### config.mk
export PLATFORM = sky130hd
export DESIGN_NAME = mem_port_arbiter
export DESIGN_NICKNAME = d
export VERILOG_FILES = /design/src/rtl/mem_port_arbiter.sv
export SDC_FILE = /design/constraint.sdc
export NUM_CORES = 1
export LEC_CHECK = 0
export ABC_CLOCK_PERIOD_IN_PS = 6010
export CAP_MARGIN = 30
export CORE_AREA = 5 5 103 105
export DETAILED_ROUTE_END_ITERATION = 8
export DIE_AREA = 0 0 108 110
export PLACE_DENSITY = 0.68
export SYNTH_ARGS = -nofsm -noshare
export SYNTH_HDL_FRONTEND = slang
export SYNTH_SLANG_ARGS = --single-unit
### constraint.sdc
create_clock -name clk -period 6.01 [get_ports clk]
set_input_delay 1.202 -clock clk [delete_from_list [all_inputs] [get_ports clk]]
set_output_delay 1.202 -clock clk [all_outputs]
set_load 0.01 [all_outputs]
### src/rtl/mem_port_arbiter.sv
// Shares one memory port between instruction fetch and load/store: data has priority, one transaction in flight.
// Define MEM_ARB_PERF_EN to add saturating completion/stall counters.
module mem_port_arbiter #(
  parameter int ADDR_W      = 32,
  parameter int DATA_W      = 32,
  parameter int TIMEOUT_CYC = 255
) (
  input  logic                clk,
  input  logic                rst,
  input  logic                i_inst_req,
  input  logic [ADDR_W-1:0]   i_inst_addr,
  output logic [DATA_W-1:0]   o_inst_rdata,
  output logic                o_inst_ok,
  input  logic                i_data_req,
  input  logic [DATA_W/8-1:0] i_data_wen,
  input  logic [ADDR_W-1:0]   i_data_addr,
  input  logic [DATA_W-1:0]   i_data_wdata,
  output logic [DATA_W-1:0]   o_data_rdata,
  output logic                o_data_ok,
  output logic                o_mem_req,
  output logic [DATA_W/8-1:0] o_mem_wen,
  output logic [ADDR_W-1:0]   o_mem_addr,
  output logic [DATA_W-1:0]   o_mem_wdata,
  input  logic                i_mem_gnt,
  input  logic                i_mem_rvalid,
  input  logic [DATA_W-1:0]   i_mem_rdata,
  output logic                o_bus_err,
  output logic                o_stallreq_for_mem
`ifdef MEM_ARB_PERF_EN
  ,
  output logic [31:0]         o_perf_inst_cnt,
  output logic [31:0]         o_perf_data_cnt,
  output logic [31:0]         o_perf_stall_cnt
`endif
);

  localparam int CNT_W = $clog2(TIMEOUT_CYC + 1);

  localparam logic [1:0] S_IDLE  = 2'd0;
  localparam logic [1:0] S_ISSUE = 2'd1;
  localparam logic [1:0] S_WAIT  = 2'd2;

  localparam logic OWN_INST = 1'b0;
  localparam logic OWN_DATA = 1'b1;

  logic [1:0]       r_state;
  logic             r_owner;
  logic [CNT_W-1:0] r_wait_cnt;

  logic             w_issue;
  logic             w_wait;
  logic             w_timeout_hit;
  logic             w_timeout;
  logic             w_done;
  logic             w_inst_ok;
  logic             w_data_ok;
  logic [DATA_W-1:0] w_rsp_data;

  // Every status output is gated by rst so the pipeline sees a quiet port during reset.
  assign w_issue       = ~rst & (r_state == S_ISSUE);
  assign w_wait        = ~rst & (r_state == S_WAIT);
  assign w_timeout_hit = (r_wait_cnt == CNT_W'(TIMEOUT_CYC - 1));
  assign w_timeout     = w_wait & ~i_mem_rvalid & w_timeout_hit;
  assign w_done        = w_wait & (i_mem_rvalid | w_timeout_hit);
  assign w_inst_ok     = w_done & (r_owner == OWN_INST);
  assign w_data_ok     = w_done & (r_owner == OWN_DATA);
  assign w_rsp_data    = i_mem_rvalid ? i_mem_rdata : '0;

  always_ff @(posedge clk) begin
    if (rst) begin
      r_state    <= S_IDLE;
      r_owner    <= OWN_INST;
      r_wait_cnt <= '0;
    end else begin
      case (r_state)
        S_IDLE: begin
          if (i_data_req) begin
            r_owner <= OWN_DATA;
            r_state <= S_ISSUE;
          end else if (i_inst_req) begin
            r_owner <= OWN_INST;
            r_state <= S_ISSUE;
          end
        end
        S_ISSUE: begin
          if (i_mem_gnt) begin
            r_state    <= S_WAIT;
            r_wait_cnt <= '0;
          end
        end
        S_WAIT: begin
          r_wait_cnt <= r_wait_cnt + CNT_W'(1);
          if (i_mem_rvalid || w_timeout_hit) begin
            r_state <= S_IDLE;
          end
        end
        default: r_state <= S_IDLE;
      endcase
    end
  end

  always_comb begin
    o_mem_req   = w_issue;
    o_mem_wen   = '0;
    o_mem_addr  = '0;
    o_mem_wdata = '0;
    if (w_issue) begin
      if (r_owner == OWN_DATA) begin
        o_mem_addr  = i_data_addr;
        o_mem_wen   = i_data_wen;
        o_mem_wdata = i_data_wdata;
      end else begin
        o_mem_addr  = i_inst_addr;
      end
    end
  end

  assign o_inst_ok    = w_inst_ok;
  assign o_data_ok    = w_data_ok;
  assign o_inst_rdata = w_inst_ok ? w_rsp_data : '0;
  assign o_data_rdata = w_data_ok ? w_rsp_data : '0;
  assign o_bus_err    = w_timeout;

  assign o_stallreq_for_mem = ~rst & ((i_inst_req & ~w_inst_ok) | (i_data_req & ~w_data_ok));

`ifdef MEM_ARB_PERF_EN
  logic [2:0] w_perf_inc;
  assign w_perf_inc = {o_stallreq_for_mem, w_data_ok, w_inst_ok};

  // Index 0: fetch completions, 1: data completions, 2: stall cycles; all saturate.
  for (genvar gi = 0; gi < 3; gi++) begin : g_perf
    logic [31:0] r_cnt;
    always_ff @(posedge clk) begin
      if (rst) begin
        r_cnt <= '0;
      end else if (w_perf_inc[gi] && (r_cnt != 32'hFFFF_FFFF)) begin
        r_cnt <= r_cnt + 32'd1;
      end
    end
  end

  assign o_perf_inst_cnt  = g_perf[0].r_cnt;
  assign o_perf_data_cnt  = g_perf[1].r_cnt;
  assign o_perf_stall_cnt = g_perf[2].r_cnt;
`endif

endmodule

# == Yosys cells after proc, flatten, opt, wreduce, memory -nomap -nowiden ==
# Index checks and enable logic that the tools add are counted.
# totals
in_bits,138
ff_bits,11
wordCells,52
# op_classes
eq_ne,6
muxes,18
bitwise_logic,17
add_sub_neg,1
n_reduce_logical,7
# op_table
cell,count
2-to-1 mux 32 bit,7
one-hot mux 8 bit (2 select lines),1
AND 1 bit,10
adder 8 x 1 -> 8 bit (second input constant),1
== test 8 bit (second input constant),1
2-to-1 mux 2 bit,4
2-to-1 mux 4 bit,2
2-to-1 mux 8 bit,1
one-hot mux 2 bit (3 select lines),1
NOT 1 bit,5
AND reduction 2 bit,2
nonzero test 2 bit,2
inequality test 3 bit (second input constant),1
AND reduction 3 bit,1
== test 2 x 1 -> 1 bit (second input constant),1
== test 2 bit (second input constant),1
zero test 2 bit,1
2-to-1 mux 1 bit,2
inequality test 2 x 1 -> 1 bit (second input constant),1
inequality test 2 bit (second input constant),1
bitwise OR 1 bit,2
logical OR 1 bit,1

# == Logic depth before layout (Yosys ltp) ==
# Gate-level depths: netlist of run 1.
# depth
depth_word,8
depth_mapped,7
mapped_depth_nobuf,5

# == Least setup slack after synthesis of run 1 ==
# No wires, ideal clock.
# synth_timing
path_type,input -> output
start,input i_mem_rvalid
end,output o_data_rdata[10]
setup_slack_ps,2358
n_path_buf,3
cell_stages,6
arrival_time_ps,2450
required_ps,4808
path_cell_list,clkbuf_1 > a41oi_1 > or4b_1 > buf_2 > buf_6 > nor2_1
# synth_via
elab_chain_cells,4
elab_cells_between_ends,5
cone_classes,2 x mux; 3 x bitwise
# synth_lines
item,line_no,text
start: declaration,25,"input logic i_mem_rvalid,"
bitwise OR 1 bit,64,assign w_done = w_wait & (i_mem_rvalid | w_timeout_hit);
AND 1 bit,64,
AND 1 bit,66,assign w_data_ok = w_done & (r_owner == OWN_DATA);
2-to-1 mux 32 bit (*),121,assign o_data_rdata = w_data_ok ? w_rsp_data : '0;
end: declaration,18,"output logic [DATA_W-1:0] o_data_rdata,"
# Mark *: on every way between the ends. The rest lies on a longest branch, timed or not.

# == Final worst setup path of run 1 ==
# layout_timing
start,input rst
end,output o_mem_wdata[7]
# layout_via
elab_chain_cells,3
# layout_lines
item,line_no,text
start: declaration,9,"input logic rst,"
NOT 1 bit,60,assign w_issue = ~rst & (r_state == S_ISSUE);
AND 1 bit,60,
2-to-1 mux 32 bit,107,if (w_issue) begin
end: declaration,23,"output logic [DATA_W-1:0] o_mem_wdata,"
# No other way between the ends.

==> results of run 1 <==
Yosys cell counts (2+ instances only):
cell type    n  area [um^2]
buf_2        4        20.02
clkbuf_1    18        67.56
nor2_1     107        401.6
inv_1        6        22.52
and3_1      36        225.2
a31oi_1      2        12.51
or3_1        2        12.51
buf_6        3        33.78
mux2i_1     32        320.3
o211ai_1     2        15.01
nor2b_1      2        12.51
dfxtp_1     11        220.2
ha_1         2        25.02
buf_1        4        15.01
nand4_1      3        18.77
a21oi_1      7        35.03
nand2_1     37        138.9
o21ai_0      2        10.01
nor3_1       2        10.01
per-stage QoR:
stage / hold WS, ps / setup slack, ps
final: 524.6 / 874.6
after global routing: 521.4 / 714.6
after CTS: 508.8 / 944.8
after detailed placement: 498.6 / 938.8
after global placement: 484.5 / 850.4
after floorplan: 463.1 / 2358
sequential cells by signal, summed over array words and instances, names as in the netlist:
name and count:
r_owner 1, r_state 2, r_wait_cnt 8
critical path: stages:
cell and delay [ps]:
clkdlybuf4s50_1 690, nor2_1 200, nand2_1 70, buf_4 250
inv_1 670, and3_1 250, clkdlybuf4s50_1 590
cell type report:
type / instances / share of cell area (%)
inverter: 6 / 0.4850
clock buffer: 4 / 0.9701
tap: 133 / 3.584
multi-input combinational: 252 / 29.45
timing repair buffer: 279 / 60.74
sequential: 11 / 4.770
routing by layer:
layer,up-vias,GRT usage (%),wire [um]
met5,-,0,0
met4,0,3.787,199
met3,12,6.232,1373
met2,196,30.37,5643
met1,1368,16.89,3896
li1,1501,-,-
cells by family after synthesis:
family | synth area share (%)
AOI/OAI and AO/OA | 7.665
xor gates and xnor gates | 0.5015
adders and majority gates | 1.432
buffers and inverters | 9.097
DFF | 12.61
muxes | 18.34
and+or+nand+nor | 50.36
path summary, 6_finish.rpt:
check	startpoint	to	slack, ps	cells after the start
worst max-delay path	rst	o_mem_wdata[7]	870	7
worst max register to register	r_state[1]$_SDFFE_PP0P_	r_wait_cnt[5]$_SDFFE_PP0P_	4260	4
worst min register to register	r_wait_cnt[6]$_SDFFE_PP0P_	r_wait_cnt[6]$_SDFFE_PP0P_	520	1
worst min-delay path	r_wait_cnt[6]$_SDFFE_PP0P_	r_wait_cnt[6]$_SDFFE_PP0P_	520	1
power by group through the flow:
stage / clock, mW / combinational (mW) / sequential (mW)
after floorplan: 0 / 0.0763 / 0.0776
after global placement: 0 / 0.208 / 0.0792
after detailed placement: 0 / 0.211 / 0.0792
after CTS: 0.0773 / 0.212 / 0.0777
after global routing: 0.0797 / 0.225 / 0.0782
final: 0.0757 / 0.210 / 0.0777
==> impl_metrics.csv, run 1 <==
group,metric,value,unit
global_routing,antenna_found_initial,0,
final_layout,layout_common_cells,"clkdlybuf4s50_1, nor2_1, nand2_1, and3_1, mux2i_1",
cts,post_cts_buffers,0,
min_path,min_path_type,"reg2reg",
final_layout,layout.nets,693,
sta,rsz0062_at_grt,"false",
sta,hold_violations,0,
pwr,ir_worst_vdd,0.05994,mV
cts,cts_buffers,3,
global_routing,grt_max_degree,72,
drt,wl_per_cell,16.22,um
floorplanning,die_h,110,um
final_layout,n_fill_cell,983,
pwr,power.share.combinational,57.8,%
final_layout,stdcell_area,4643,um^2
sta,tns,0,ps
pwr,clockPowerShare,20.8,%
synthesis,yosysSeqAreaShare,12.61,%
global_routing,grt_pass1_vias,2905,
drt,drt-initial-drc-count,225,
synthesis,synth_edf_count,0,
floorplanning,initial_core_util,18.29,%
synthesis,syn-cell-area,1747,um^2
pwr,p_int,0.2534,mW
cts,cts_resized,0,
setup_path,cp_max_fo,37,
drt,via_per_inst,4.492,
cts,clkSinkCount,11,
pwr,power_switching,0.1105,mW
setup_path,crit_path_end_kind,"output pin",
job,max-cap-violations,0,
placement,dpl_cell_area,4598,um^2
final_layout,layout.cells.non_filler,685,
floorplanning,fp-row-count,36,
final_layout,area_delta_synth_final,165.8,%
placement,gp_congestion,0.7711,
setup_path,worstPathRequired,4810,ps
synthesis,ys_types,35,
drt,wirelength,11110,um
synthesis,synth_ff_type,"dfxtp_1",
cts,ctsHoldBuffers,0,
setup_path,cp-start-kind,"input port",
sta,fmax,0.1947,GHz
floorplanning,dieArea,11880,um^2
pwr,p_leak,1.807,nW
setup_path,worstPathArrival,3930,ps
final_layout,seqCellArea,221.5,um^2
sta,setup_viol,0,
drt,drc,0,
pwr,power_density,78.37,nW/um^2
sta,min_period_over_period,85.45,%
pwr,p_sw_share,30.36,%
synthesis,ys_warn_count,0,
sta,max_slew_margin,42.63,%
floorplanning,io_pins,275,
final_layout,drive_above_1_share,1.630,%
sta,clock_skew,2.358,ps
sta,tightest_slew,859.6,ps
synthesis,avgSynthCellArea,5.861,um^2
cts,clk_pin_slew,50,ps
final_layout,diodes,0,
pwr,pwr-share-seq,21.4,%
final_layout,layout_commonest_cell,"clkdlybuf4s50_1",
floorplanning,core_area,9549,um^2
drt,antenna_left,0,
placement,dp.cells,681,
global_routing,track_usage,16.12,%
synthesis,syn_inst,298,
cts,cts_root_buf,"clkbuf_8",
floorplanning,die_w,108,um
sta,slew_violations,0,
placement,dp_hpwl,9531,um
cts,cts_tree,"yes",
sta,finalCriticalPeriod,5135,ps
synthesis,async_flop_share,0,%
drt,via_count,3077,
final_layout,multi_input_area,1368,um^2
cts,clk-insertion-delay-late,240,ps
cts,htreeDepth,1,
cts,cts_buffer_depth,2,
synthesis,synth_fp_nets,438,
global_routing,grt.overflow.total,0,
pwr,report.power.total,0.3639,mW
placement,portBuffers,274,
global_routing,grt_pass1_wl,15170,um
synthesis,synth_seq_cells,11,
outcome,status,"finished, final reports clean",
drt,drt_pass1_iterations,4,
setup_path,crit_type,"in2out",
final_layout,fin_util,48.62,%
Power figures use the tool's default switching activity.
==> run 2, diff against run 1 <==
- PLACE_DENSITY: 0.68 -> unset
- PLACE_DENSITY_LB_ADDON: unset -> 0.3
==> run 2 against run 1 <==
Net effect:
- worst setup slack better by 200 ps
- clock skew down 1.2 ps
- sequential share of layout area about the same
- first-iteration DRC count down 43%
- clock power down 2%
- die area unchanged
- critical endpoint is now o_stallreq_for_mem
==> impl_metrics.csv, run 2 (synthesis results as in run 1) <==
group,metric,value,unit
cts,cts_root_buf,"clkbuf_8",
min_path,min_path_type,"reg2reg",
drt,wirelength,10760,um
placement,dp_hpwl,9253,um
min_path,hold_path_end,"r_wait_cnt[6]$_SDFFE_PP0P_",
final_layout,largest_reg_flops,8,
outcome,status,"finished, final reports clean",
floorplanning,die_w,108,um
final_layout,max_flop_register,"r_wait_cnt",
setup_path,r2r-start,"r_state[1]$_SDFFE_PP0P_",
floorplanning,fp-row-count,36,
global_routing,grt_pass1_wl,14690,um
sta,clock_skew,1.155,ps
cts,post_cts_buffers,0,
sta,fmax,0.2028,GHz
sta,setup_viol,0,
min_path,hold_path_depth,1,
cts,cts_tree,"yes",
floorplanning,dieArea,11880,um^2
global_routing,grt.overflow.total,0,
setup_path,cp_max_fo,24,
drt,via_per_inst,4.354,
final_layout,layout.cells.non_filler,686,
cts,clk-insertion-delay-late,240,ps
drt,drc,0,
global_routing,antenna_found_initial,0,
pwr,p_leak,1.812,nW
setup_path,reg2reg_slack,4310,ps
final_layout,drive_above_1_share,1.808,%
global_routing,track_usage,15.57,%
cts,ctsHoldBuffers,0,
sta,max_slew_margin,41.40,%
setup_path,crit_path_end_kind,"output pin",
setup_path,cp-start-kind,"input port",
sta,tightest_slew,878.1,ps
drt,wl_per_cell,15.69,um
final_layout,layout.nets,694,
setup_path,max_stage_delay,770,ps
pwr,power_density,77.62,nW/um^2
floorplanning,core_area,9549,um^2
setup_path,regToRegEndpoint,"r_wait_cnt[5]$_SDFFE_PP0P_",
sta,tns,0,ps
setup_path,worstPathArrival,3730,ps
final_layout,n_fill_cell,939,
setup_path,crit_top_cell,"clkdlybuf4s50_1",
cts,cts_resized,0,
drt,drt-initial-drc-count,129,
cts,cts_buffer_depth,2,
floorplanning,die_h,110,um
job,max-cap-violations,0,
cts,cts_buffers,3,
sta,min_period_over_period,82.04,%
placement,gp_congestion,0.8097,
setup_path,cp_slowest_cell,"or4b_1",
setup_path,worstPathRequired,4810,ps
sta,hold_violations,0,
placement,portBuffers,274,
floorplanning,io_pins,275,
sta,fin_hold_ws,515.8,ps
drt,antenna_left,0,
floorplanning,initial_core_util,18.29,%
final_layout,layout_commonest_cell,"clkdlybuf4s50_1",
setup_path,r2r_cells,4,
cts,clkSinkCount,11,
setup_path,crit_type,"in2out",
placement,dp.cells,682,
sta,slew_violations,0,
min_path,hold_path_startpoint,"r_wait_cnt[6]$_SDFFE_PP0P_",
drt,via_count,2987,
sta,rsz0062_at_grt,"false",
cts,clk_pin_slew,50,ps
sta,finalCriticalPeriod,4931,ps
final_layout,diodes,0,
cts,htreeDepth,1,
drt,drt_pass1_iterations,5,
setup_path,worstPathCellList,"clkdlybuf4s50_1 -> buf_4 -> or4b_1 -> buf_16 -> a32o_1 -> clkdlybuf4s50_1",
final_layout,layout_common_cells,"clkdlybuf4s50_1, nor2_1, nand2_1, and3_1, mux2i_1",
pwr,ir_worst_vdd,0.05173,mV
sta,worst_slack,1079,ps
global_routing,grt_pass1_vias,2799,
final_layout,reg_top3,"r_wait_cnt: 8 flops, r_state: 2 flops, r_owner: 1 flops",
global_routing,grt_max_degree,38,
final_layout,area_delta_synth_final,166.3,%
setup_path,worstSetupStartpoint,"rst",
placement,dp_slack,1078,ps
## run 2: cell types whose count changed in the layout (fill, tap and decap cells not counted), sizes merged
cell  delta
buf      +1
## run 2: final cells by class
class                           instances  area (um^2)  share of cell area [%]
Timing Repair Buffer                  280         2828                   60.80
Multi-Input combinational cell        252         1368                   29.41
Sequential cell                        11        221.5                   4.762
Tap cell                              133        166.4                   3.578
Clock buffer                            4        45.04                  0.9685
Inverter                                6        22.52                  0.4843
## run 2: metrics by stage
step / util [%] / total power [mW] / instance area (um^2)
finish: 48.70 / 0.3610 / 4651
global placement: 47.65 / 0.2865 / 4551
global route: 48.70 / 0.3842 / 4651
detailed placement: 48.23 / 0.2891 / 4606
CTS: 48.70 / 0.3643 / 4651
floorplan: - / 0.1539 / 1747
## run 2: per-layer routing
layer	GRT usage (%)	up-vias	part of all wire [%]
met2	29.22	185	51
met5	0	-	0
li1	-	1502	-
met3	6.115	10	12
met1	16.86	1290	36
met4	2.344	0	0.82
## run 2: worst max path at each step
stage | to | slack (ps) | cells past startpoint
finish | o_stallreq_for_mem | 1080 | 6
global route | o_mem_wdata[14] | 970 | 7
CTS | o_stallreq_for_mem | 1060 | 6
detailed placement | o_stallreq_for_mem | 1080 | 6
global placement | o_stallreq_for_mem | 920 | 5
floorplan | o_data_rdata[10] | 2360 | 6
## run 2: where the power goes
part / switching [mW] / internal [mW] / leakage [nW] / total (mW)
clock network: 0.0276 / 0.0466 / 0.0228 / 0.0741
registers: 0.00759 / 0.0752 / 0.0896 / 0.0828
logic: 0.0725 / 0.132 / 1.70 / 0.204
## run 2: worst max-delay path, delay by kind of cell
kind | cells | cell delay [ps]
buffers and inverters | 4 | 1490
AND/OR/NAND/NOR | 1 | 770
AO/OA/AOI/OAI | 1 | 260
==> run 3, diff against run 2 <==
- ABC_CLOCK_PERIOD_IN_PS: 6010 -> 4050
- clock period: 6.01 -> 4.05 ns (I/O delays scaled with it)
==> run 3 against run 2 <==
Net effect:
- core utilization is the same
- hold slack got worse by 2.7 ps
- critical path depth shrank 1
- cell count rose by 0.29%
- total power up 49%
- clock skew about the same
- die area unchanged
- combinational power rose by 53%
- critical path type unchanged
==> impl_metrics.csv, run 3 (synthesis results as in run 1) <==
group,metric,value,unit
sta,rsz0062_at_grt,"false",
sta,hold_violations,0,
floorplanning,initial_core_util,18.29,%
pwr,power_switching,0.1602,mW
sta,min_period_over_period,90.99,%
sta,clock_skew,0.7327,ps
cts,cts_buffer_depth,2,
sta,tightest_slew,803.9,ps
global_routing,grt_pass1_vias,3017,
final_layout,layout.cells.non_filler,688,
cts,clk-insertion-delay-late,240,ps
pwr,pwr-share-seq,21.5,%
cts,cts_resized,0,
setup_path,crit_type,"in2out",
pwr,ir_worst_vdd,0.06120,mV
sta,fmax,0.2714,GHz
floorplanning,die_h,110,um
placement,dp.cells,684,
pwr,p_sw_share,29.78,%
final_layout,layout_commonest_cell,"clkdlybuf4s50_1",
drt,wirelength,10790,um
outcome,status,"finished, final reports clean",
cts,cts_buffers,3,
final_layout,layout.nets,696,
global_routing,grt_max_degree,70,
pwr,clockPowerShare,20.4,%
placement,dp_hpwl,9292,um
global_routing,antenna_found_initial,0,
setup_path,crit_path_end_kind,"output pin",
setup_path,reg2reg_slack,2290,ps
floorplanning,io_pins,275,
pwr,p_leak,1.815,nW
drt,via_per_inst,4.397,
final_layout,max_flop_register,"r_wait_cnt",
setup_path,r2r-start,"r_state[1]$_SDFFE_PP0P_",
pwr,power_density,115.7,nW/um^2
floorplanning,die_w,108,um
cts,htreeDepth,1,
sta,max_slew_margin,46.41,%
setup_path,worstPathArrival,2870,ps
global_routing,track_usage,15.85,%
cts,cts_tree,"yes",
drt,drt-initial-drc-count,120,
final_layout,area_delta_synth_final,166.3,%
drt,drt_pass1_iterations,4,
floorplanning,dieArea,11880,um^2
setup_path,cp_max_fo,33,
final_layout,drive_above_1_share,2.162,%
setup_path,cp-start-kind,"input port",
cts,ctsHoldBuffers,0,
floorplanning,fp-row-count,36,
placement,gp_congestion,0.8240,
sta,finalCriticalPeriod,3685,ps
final_layout,layout_common_cells,"clkdlybuf4s50_1, nor2_1, nand2_1, and3_1, mux2i_1",
drt,antenna_left,0,
global_routing,grt.overflow.total,0,
final_layout,largest_reg_flops,8,
drt,drc,0,
cts,cts_root_buf,"clkbuf_8",
sta,slew_violations,0,
pwr,power.share.combinational,58.1,%
cts,clkSinkCount,11,
setup_path,r2r_cells,4,
setup_path,worstPathRequired,3240,ps
placement,portBuffers,274,
global_routing,grt_pass1_wl,15080,um
final_layout,reg_top3,"r_wait_cnt: 8 flops, r_state: 2 flops, r_owner: 1 flops",
min_path,hold_path_startpoint,"r_wait_cnt[6]$_SDFFE_PP0P_",
job,max-cap-violations,0,
pwr,p_int,0.3777,mW
sta,tns,0,ps
final_layout,diodes,0,
drt,via_count,3025,
min_path,hold_path_depth,1,
sta,setup_viol,0,
cts,clk_pin_slew,50,ps
floorplanning,core_area,9549,um^2
drt,wl_per_cell,15.68,um
min_path,min_path_type,"reg2reg",
cts,post_cts_buffers,0,
min_path,hold_path_end,"r_wait_cnt[6]$_SDFFE_PP0P_",
setup_path,regToRegEndpoint,"r_wait_cnt[5]$_SDFFE_PP0P_",
==> run 3: worst max-delay path: stages <==
cell and delay, ps:
clkdlybuf4s50_1 540, or4b_1 640, buf_12 200, nor2_1 120, clkdlybuf4s50_1 560
==> run 3: area by class of cell <==
cell class                      count  area [um^2]
Inverter                            6        22.52
Fill cell                         961         4898
Timing Repair Buffer              282         2828
Multi-Input combinational cell    252         1368
Sequential cell                    11        221.5
Clock buffer                        4        45.04
Tap cell                          133        166.4
==> run 3: power by group through the flow <==
stage                     sequential [mW]  combinational (mW)  clock (mW)
after floorplan                     0.115               0.113           0
after global placement              0.118               0.310           0
after detailed placement            0.118               0.314           0
after CTS                           0.116               0.315       0.112
after global routing                0.116               0.336       0.117
final                               0.116               0.312       0.110
==> run 3: worst max-delay path by stage <==
stage | end | cells after the start | slack, ps | from
floorplan | o_data_rdata[10] | 6 | 1180 | i_mem_rvalid
global route | o_inst_rdata[12] | 5 | 280 | rst
global placement | o_data_rdata[26] | 6 | 370 | i_mem_rvalid
CTS | o_data_rdata[14] | 5 | 340 | rst
detailed placement | o_data_rdata[14] | 5 | 340 | rst
finish | o_data_rdata[14] | 5 | 370 | rst
==> run 3: metrics by stage <==
stage | area (um^2) | hold WS [ps] | worst slack, ps | util, % | power (mW)
after floorplan | 1747 | 463.1 | 1182 | - | 0.2284
after global placement | 4606 | 485.2 | 372.2 | 48.23 | 0.4278
after detailed placement | 4606 | 495.6 | 342.5 | 48.23 | 0.4318
after CTS | 4651 | 505.8 | 344.3 | 48.70 | 0.5426
after global routing | 4651 | 529.4 | 284.6 | 48.70 | 0.5698
final | 4651 | 513.1 | 365.0 | 48.70 | 0.5379
==> run 3: layer usage <==
layer | up-vias | routed length [um] | global-route usage, %
met5 | - | 0 | 0
met4 | 0 | 231 | 3.877
met3 | 16 | 1383 | 6.814
met2 | 196 | 5315 | 29.44
met1 | 1305 | 3860 | 16.46
li1 | 1508 | - | -
